===== config.mk =====
export PLATFORM = sky130hd
export DESIGN_NAME = divider
export DESIGN_NICKNAME = d
export VERILOG_FILES = /design/src/rtl/div_pkg.sv /design/src/rtl/div_step.sv /design/src/rtl/divider.sv
export SDC_FILE = /design/constraint.sdc
export NUM_CORES = 1
export LEC_CHECK = 0
export CAP_MARGIN = 25
export CORE_MARGIN = 2
export CORE_UTILIZATION = 30
export CTS_BUF_LIST = sky130_fd_sc_hd__clkbuf_2
export DETAILED_ROUTE_END_ITERATION = 16
export PLACE_DENSITY = 0.49
export SYNTH_ARGS = -nofsm -noshare
export SYNTH_HDL_FRONTEND = slang
export SYNTH_SLANG_ARGS = --single-unit

===== constraint.sdc =====
create_clock -name clk -period 4.3 [get_ports clk]
set_input_delay 0.86 -clock clk [delete_from_list [all_inputs] [get_ports clk]]
set_output_delay 0.86 -clock clk [all_outputs]
set_load 0.005 [all_outputs]

===== src/rtl/div_pkg.sv =====
// Shared types and constants for the iterative 32-bit divider.
package div_pkg;

  localparam int DIV_WIDTH = 32;
  localparam int DIV_ITER  = 32;
  localparam int CNT_W     = $clog2(DIV_ITER);
  localparam logic [DIV_WIDTH-1:0] DIV_BY_ZERO_Q = 32'hFFFFFFFF;

  typedef enum logic [1:0] {
    IDLE,
    CALC,
    FIX,
    DONE
  } div_state_e;

  // Magnitude of a two's-complement value when signed_mode is set, else passthrough.
  function automatic logic [DIV_WIDTH-1:0] abs_val(input logic [DIV_WIDTH-1:0] x,
                                                   input logic signed_mode);
    return (signed_mode && x[DIV_WIDTH-1]) ? -x : x;
  endfunction

endpackage


===== src/rtl/div_step.sv =====
// One radix-2 restoring division step: shift in a dividend bit, trial subtract, select.
module div_step
  import div_pkg::*;
(
  input  logic [DIV_WIDTH:0]   rem,
  input  logic                 dividend_bit,
  input  logic [DIV_WIDTH-1:0] divisor,
  output logic [DIV_WIDTH:0]   rem_next,
  output logic                 q_bit
);

  logic [DIV_WIDTH+1:0] shifted;
  logic [DIV_WIDTH+1:0] diff;

  // One extra bit of headroom so the sign of the trial difference is unambiguous.
  assign shifted = {rem, dividend_bit};
  assign diff    = shifted - {2'b00, divisor};

  always_comb begin
    q_bit    = ~diff[DIV_WIDTH+1];
    rem_next = q_bit ? diff[DIV_WIDTH:0] : shifted[DIV_WIDTH:0];
  end

endmodule


===== src/rtl/divider.sv =====
// Iterative signed/unsigned 32-bit restoring divider with enable handshake.
// Optional DIVIDER_EARLY_OUT_EN skips the iteration for divide-by-zero and signed overflow.
module divider
  import div_pkg::*;
(
  input  logic                 clk,
  input  logic                 rst,
  input  logic                 enable,
  input  logic                 is_unsign,
  input  logic [DIV_WIDTH-1:0] a,
  input  logic [DIV_WIDTH-1:0] b,
  output logic [DIV_WIDTH-1:0] quotient,
  output logic [DIV_WIDTH-1:0] remainder,
  output logic                 done,
  output logic                 busy
);

  div_state_e           state;
  logic [CNT_W-1:0]     count;
  logic [DIV_WIDTH-1:0] a_reg;
  logic [DIV_WIDTH-1:0] dvd_reg;
  logic [DIV_WIDTH-1:0] dvs_reg;
  logic [DIV_WIDTH:0]   rem_reg;
  logic [DIV_WIDTH-1:0] q_reg;
  logic                 neg_q;
  logic                 neg_r;
  logic                 div_zero;
  logic                 ovf;

  logic [DIV_WIDTH:0]   rem_next;
  logic                 q_bit;
  logic                 div_zero_now;
  logic                 ovf_now;

  assign div_zero_now = (b == '0);
  assign ovf_now      = ~is_unsign && (a == 32'h80000000) && (b == 32'hFFFFFFFF);

  div_step u_step (
    .rem          (rem_reg),
    .dividend_bit (dvd_reg[DIV_WIDTH-1]),
    .divisor      (dvs_reg),
    .rem_next     (rem_next),
    .q_bit        (q_bit)
  );

  always_ff @(posedge clk) begin
    if (rst) begin
      state     <= IDLE;
      count     <= '0;
      quotient  <= '0;
      remainder <= '0;
      done      <= 1'b0;
      busy      <= 1'b0;
      a_reg     <= '0;
      dvd_reg   <= '0;
      dvs_reg   <= '0;
      rem_reg   <= '0;
      q_reg     <= '0;
      neg_q     <= 1'b0;
      neg_r     <= 1'b0;
      div_zero  <= 1'b0;
      ovf       <= 1'b0;
    end else begin
      case (state)
        IDLE: begin
          done <= 1'b0;
          busy <= 1'b0;
          if (enable) begin
            a_reg    <= a;
            dvd_reg  <= abs_val(a, ~is_unsign);
            dvs_reg  <= abs_val(b, ~is_unsign);
            neg_q    <= ~is_unsign & (a[DIV_WIDTH-1] ^ b[DIV_WIDTH-1]);
            neg_r    <= ~is_unsign & a[DIV_WIDTH-1];
            div_zero <= div_zero_now;
            ovf      <= ovf_now;
            rem_reg  <= '0;
            q_reg    <= '0;
            count    <= '0;
            busy     <= 1'b1;
`ifdef DIVIDER_EARLY_OUT_EN
            state    <= (div_zero_now || ovf_now) ? FIX : CALC;
`else
            state    <= CALC;
`endif
          end
        end

        CALC: begin
          if (!enable) begin
            state <= IDLE;
            busy  <= 1'b0;
          end else begin
            rem_reg <= rem_next;
            q_reg   <= {q_reg[DIV_WIDTH-2:0], q_bit};
            dvd_reg <= {dvd_reg[DIV_WIDTH-2:0], 1'b0};
            count   <= count + 1'b1;
            if (count == CNT_W'(DIV_ITER - 1))
              state <= FIX;
          end
        end

        FIX: begin
          busy <= 1'b0;
          if (!enable) begin
            state <= IDLE;
          end else begin
            // Special cases are resolved here so both builds produce identical results.
            if (div_zero) begin
              quotient  <= DIV_BY_ZERO_Q;
              remainder <= a_reg;
            end else if (ovf) begin
              quotient  <= 32'h80000000;
              remainder <= '0;
            end else begin
              quotient  <= neg_q ? -q_reg : q_reg;
              remainder <= neg_r ? -rem_reg[DIV_WIDTH-1:0] : rem_reg[DIV_WIDTH-1:0];
            end
            done  <= 1'b1;
            state <= DONE;
          end
        end

        DONE: begin
          busy <= 1'b0;
          if (!enable) begin
            done  <= 1'b0;
            state <= IDLE;
          end
        end

        default: begin
          state <= IDLE;
          done  <= 1'b0;
          busy  <= 1'b0;
        end
      endcase
    end
  end

endmodule


==> insert_results.sql <==
INSERT INTO impl_metrics (metric_group, metric, value, unit) VALUES
('setup_path', 'timing.critical_path.max_delay_family', 'compound AO/OA/AOI/OAI gates', ''),
('route', 'detail_route.wirelength', '40800', 'um'),
('setup_path', 'worst-endpoint-arrival', '4.18', 'ns'),
('finish', 'final_layout_size_suffix_gt1_share', '7.81', '%'),
('sta', 'final_max_slew_viol_count', '0', ''),
('setup_path', 'timing.reg2reg.setup_slack', '0.86', 'ns'),
('synth', 'synth_area', '0.0131', 'mm^2'),
('global_routing', 'global_route_wire_length_before_repair', '64600', 'um'),
('synth', 'synth_warnings', '0', ''),
('floorplan', 'core.rowCount', '76', ''),
('setup_path', 'crit_path_top_delay_cell', 'dfxtp_1', ''),
('route', 'drt_first_pass_iters', '7', ''),
('route', 'detail-route-antenna-nets', '0', ''),
('route', 'wl_per_cell', '17.0', 'um'),
('global_routing', 'pin_count_of_the_biggest_net_entering_global_routing', '115', ''),
('synth', 'ys_types', '62', ''),
('sta', 'rsz0062_at_grt', 'false', ''),
('finish', 'largest_reg_flops', '33', ''),
('global_routing', 'gr-max-usage-layer', 'met2', ''),
('floorplan', 'design.die.area', '0.0454', 'mm^2'),
('global_routing', 'groute.layer.met3.usage', '3.96', '%'),
('pwr', 'power.leakage', '0.00586', 'uW'),
('setup_path', 'setup.worst_path.end_class', 'flip-flop', ''),
('floorplan', 'number_of_ports_placed_on_the_die_boundary', '134', ''),
('global_routing', 'grtUsageTotal', '17.9', '%'),
('place', 'port_buffers', '133', ''),
('clock_tree', 'clk-insertion-delay-late', '0.90', 'ns'),
('finish', 'finish.utilization', '36.1', '%'),
('sta', 'setup_viol', '0', ''),
('clock_tree', 'cts_tree', 'yes', ''),
('clock_tree', 'cts-htree-levels', '3', ''),
('floorplan', 'core_region_area', '0.0432', 'mm^2'),
('pwr', 'ir_drop', '0.137', 'mV'),
('synth', 'synthCells', '1661', ''),
('floorplan', 'starting_utilization_of_the_core_area', '30.4', '%'),
('sta', 'fin_setup_tns', '0', 'ns'),
('sta', 'hold_viol_final', '0', ''),
('sta', 'post-route-min-period', '3.44', 'ns'),
('sta', 'maxClockFrequency', '0.290', 'GHz'),
('synth', 'number_of_flops_mapped_to_enable_cells_by_yosys', '0', ''),
('route', 'routed-via-count', '12371', ''),
('setup_path', 'path_cells', 'ha_1, a21oi_1, o22ai_1, a2111o_1, o21a_1, nor4_2, o31ai_1, a21oi_4, buf_12, mux2i_1, o21ai_1', ''),
('sta', 'worst-slew-pin-transition', '0.988', 'ns'),
('finish', 'layout_common_cells', '238 x nor2_1, 238 x dfxtp_1, 177 x nand2_1', ''),
('floorplan', 'die_h', '213', 'um'),
('clock_tree', 'cts_hold_buffers', '0', ''),
('clock_tree', 'clk_path_buf_depth', '3', ''),
('global_routing', 'globalRoute.totalOverflow', '0', ''),
('global_routing', 'antenna_violations_before_repair', '3', ''),
('sta', 'max-slew-margin-rel', '34.1', '%'),
('hold_path', 'min-delay-path-class', 'in -> reg', ''),
('finish', 'layout.nets', '1875', ''),
('route', 'remaining_drc_errors', '0', ''),
('clock_tree', 'cts.sink_count', '238', ''),
('pwr', 'cellPowerDensity', '295', 'mW/mm^2'),
('synth', 'postSynth.asyncResetShare', '0', '%'),
('synth', 'post_synth.cell_area_avg', '7.90', 'um^2'),
('clock_tree', 'clkTransAtPathRegs', '0.09', 'ns'),
('place', 'place.gp.congestion', '0.866', ''),
('setup_path', 'slowest_delay', '0.52', 'ns'),
('setup_path', 'critPathBufInv', '1', ''),
('floorplan', 'die-width', '213', 'um'),
('flow_run', 'maxCapViolCount', '0', ''),
('clock_tree', 'cts-root-buf', 'clkbuf_2', ''),
('setup_path', 'setup.worst_path.class', 'reg -> reg', ''),
('route', 'viasPerCell', '5.17', ''),
('outcome', 'run_status', 'complete, no violations', ''),
('setup_path', 'highest_fanout_seen_on_the_critical_path', '36', ''),
('synth', 'ys_ff_latch', '238', ''),
('global_routing', 'use_met1', '22.0', '%'),
('setup_path', 'critPathRequiredTime', '5.03', 'ns');
[report_power, final]
part           internal, uW  switching, uW  total [uW]
Sequential             2270           41.5        2310
Clock                   698            980        1680
Combinational           248            364         612
Total                  3210           1390        4600
[cells by family after synthesis]
| group | synth area share [%] |
|---|---|
| AND/OR/NAND/NOR | 20.2 |
| flip-flops | 36.3 |
| multiplexers | 2.44 |
| AO/OA/AOI/OAI | 22.3 |
| adder cells (fa/ha/maj) | 3.87 |
| buffers and inverters | 5.10 |
| XOR/XNOR | 9.81 |
[metrics by stage]
step / area, um^2 / worst slack, ns / std cells / hold WS [ns] / power, uW
3_3_place_gp: 15000 / 0.395 / 2282 / 0.444 / 2970
5_1_grt: 15600 / 0.575 / 2394 / 0.364 / 4880
2_1_floorplan: 13100 / 1.18 / 1661 / 0.432 / 2750
6_report: 15600 / 0.857 / 2394 / 0.437 / 4600
4_1_cts: 15500 / 0.800 / 2390 / 0.364 / 4690
3_5_place_dp: 15000 / 0.395 / 2282 / 0.451 / 2970
[Yosys cell counts (6+ instances only)]
cell type	n	share of area [%]
nor2_1	242	6.9
dfxtp_1	238	36
nand2_1	179	5.1
clkbuf_1	109	3.1
a21oi_1	105	4.0
xnor2_1	76	5.1
xor2_1	71	4.7
inv_1	57	1.6
nor3_1	53	2.0
o21ai_0	41	1.6
o21ai_1	40	1.5
ha_1	39	3.7
a211oi_1	35	2.0
a22oi_1	34	1.9
mux2i_1	32	2.4
a221oi_1	30	2.0
a222oi_1	28	2.1
o22ai_1	26	1.2
o31ai_1	25	1.4
nand3_1	21	0.80
nand4_1	17	0.81
o41ai_1	17	1.1
or3_1	17	0.81
nor4_1	15	0.71
a21o_1	10	0.57
a311oi_1	8	0.53
nand2b_1	8	0.38
nor2b_1	7	0.33
or4_1	7	0.40
and3_1	6	0.29
o211ai_1	6	0.34
o21a_1	6	0.34
o21bai_1	6	0.34
[per-layer routing]
| layer | wire length, um | vias to the layer above | share of wire (%) |
|---|---|---|---|
| met3 | 1860 | 68 | 4.6 |
| li1 | - | 6198 | - |
| met5 | 13 | - | 0.032 |
| met1 | 17800 | 5815 | 44 |
| met2 | 20000 | 288 | 49 |
| met4 | 1140 | 2 | 2.8 |
[worst paths after layout]
| path | from | endpoint | cells past startpoint |
|---|---|---|---|
| max | rem_reg[7] | rem_reg[9] | 11 |
| min reg2reg | a_reg[9] | a_reg[9] | 2 |
| min | rst | quotient[7] | 2 |
| max reg2reg | rem_reg[7] | rem_reg[9] | 11 |
[final cells by class]
type	count	area, um^2
Fill cell	4621	27600
Multi-Input combinational cell	1248	7730
Sequential cell	238	4760
Timing Repair Buffer	154	1540
Tap cell	585	732
Clock buffer	94	470
Inverter	58	218
Clock inverter	14	108
Antenna cell	3	7.51
No activity file was read; power rests on OpenSTA's default activity.
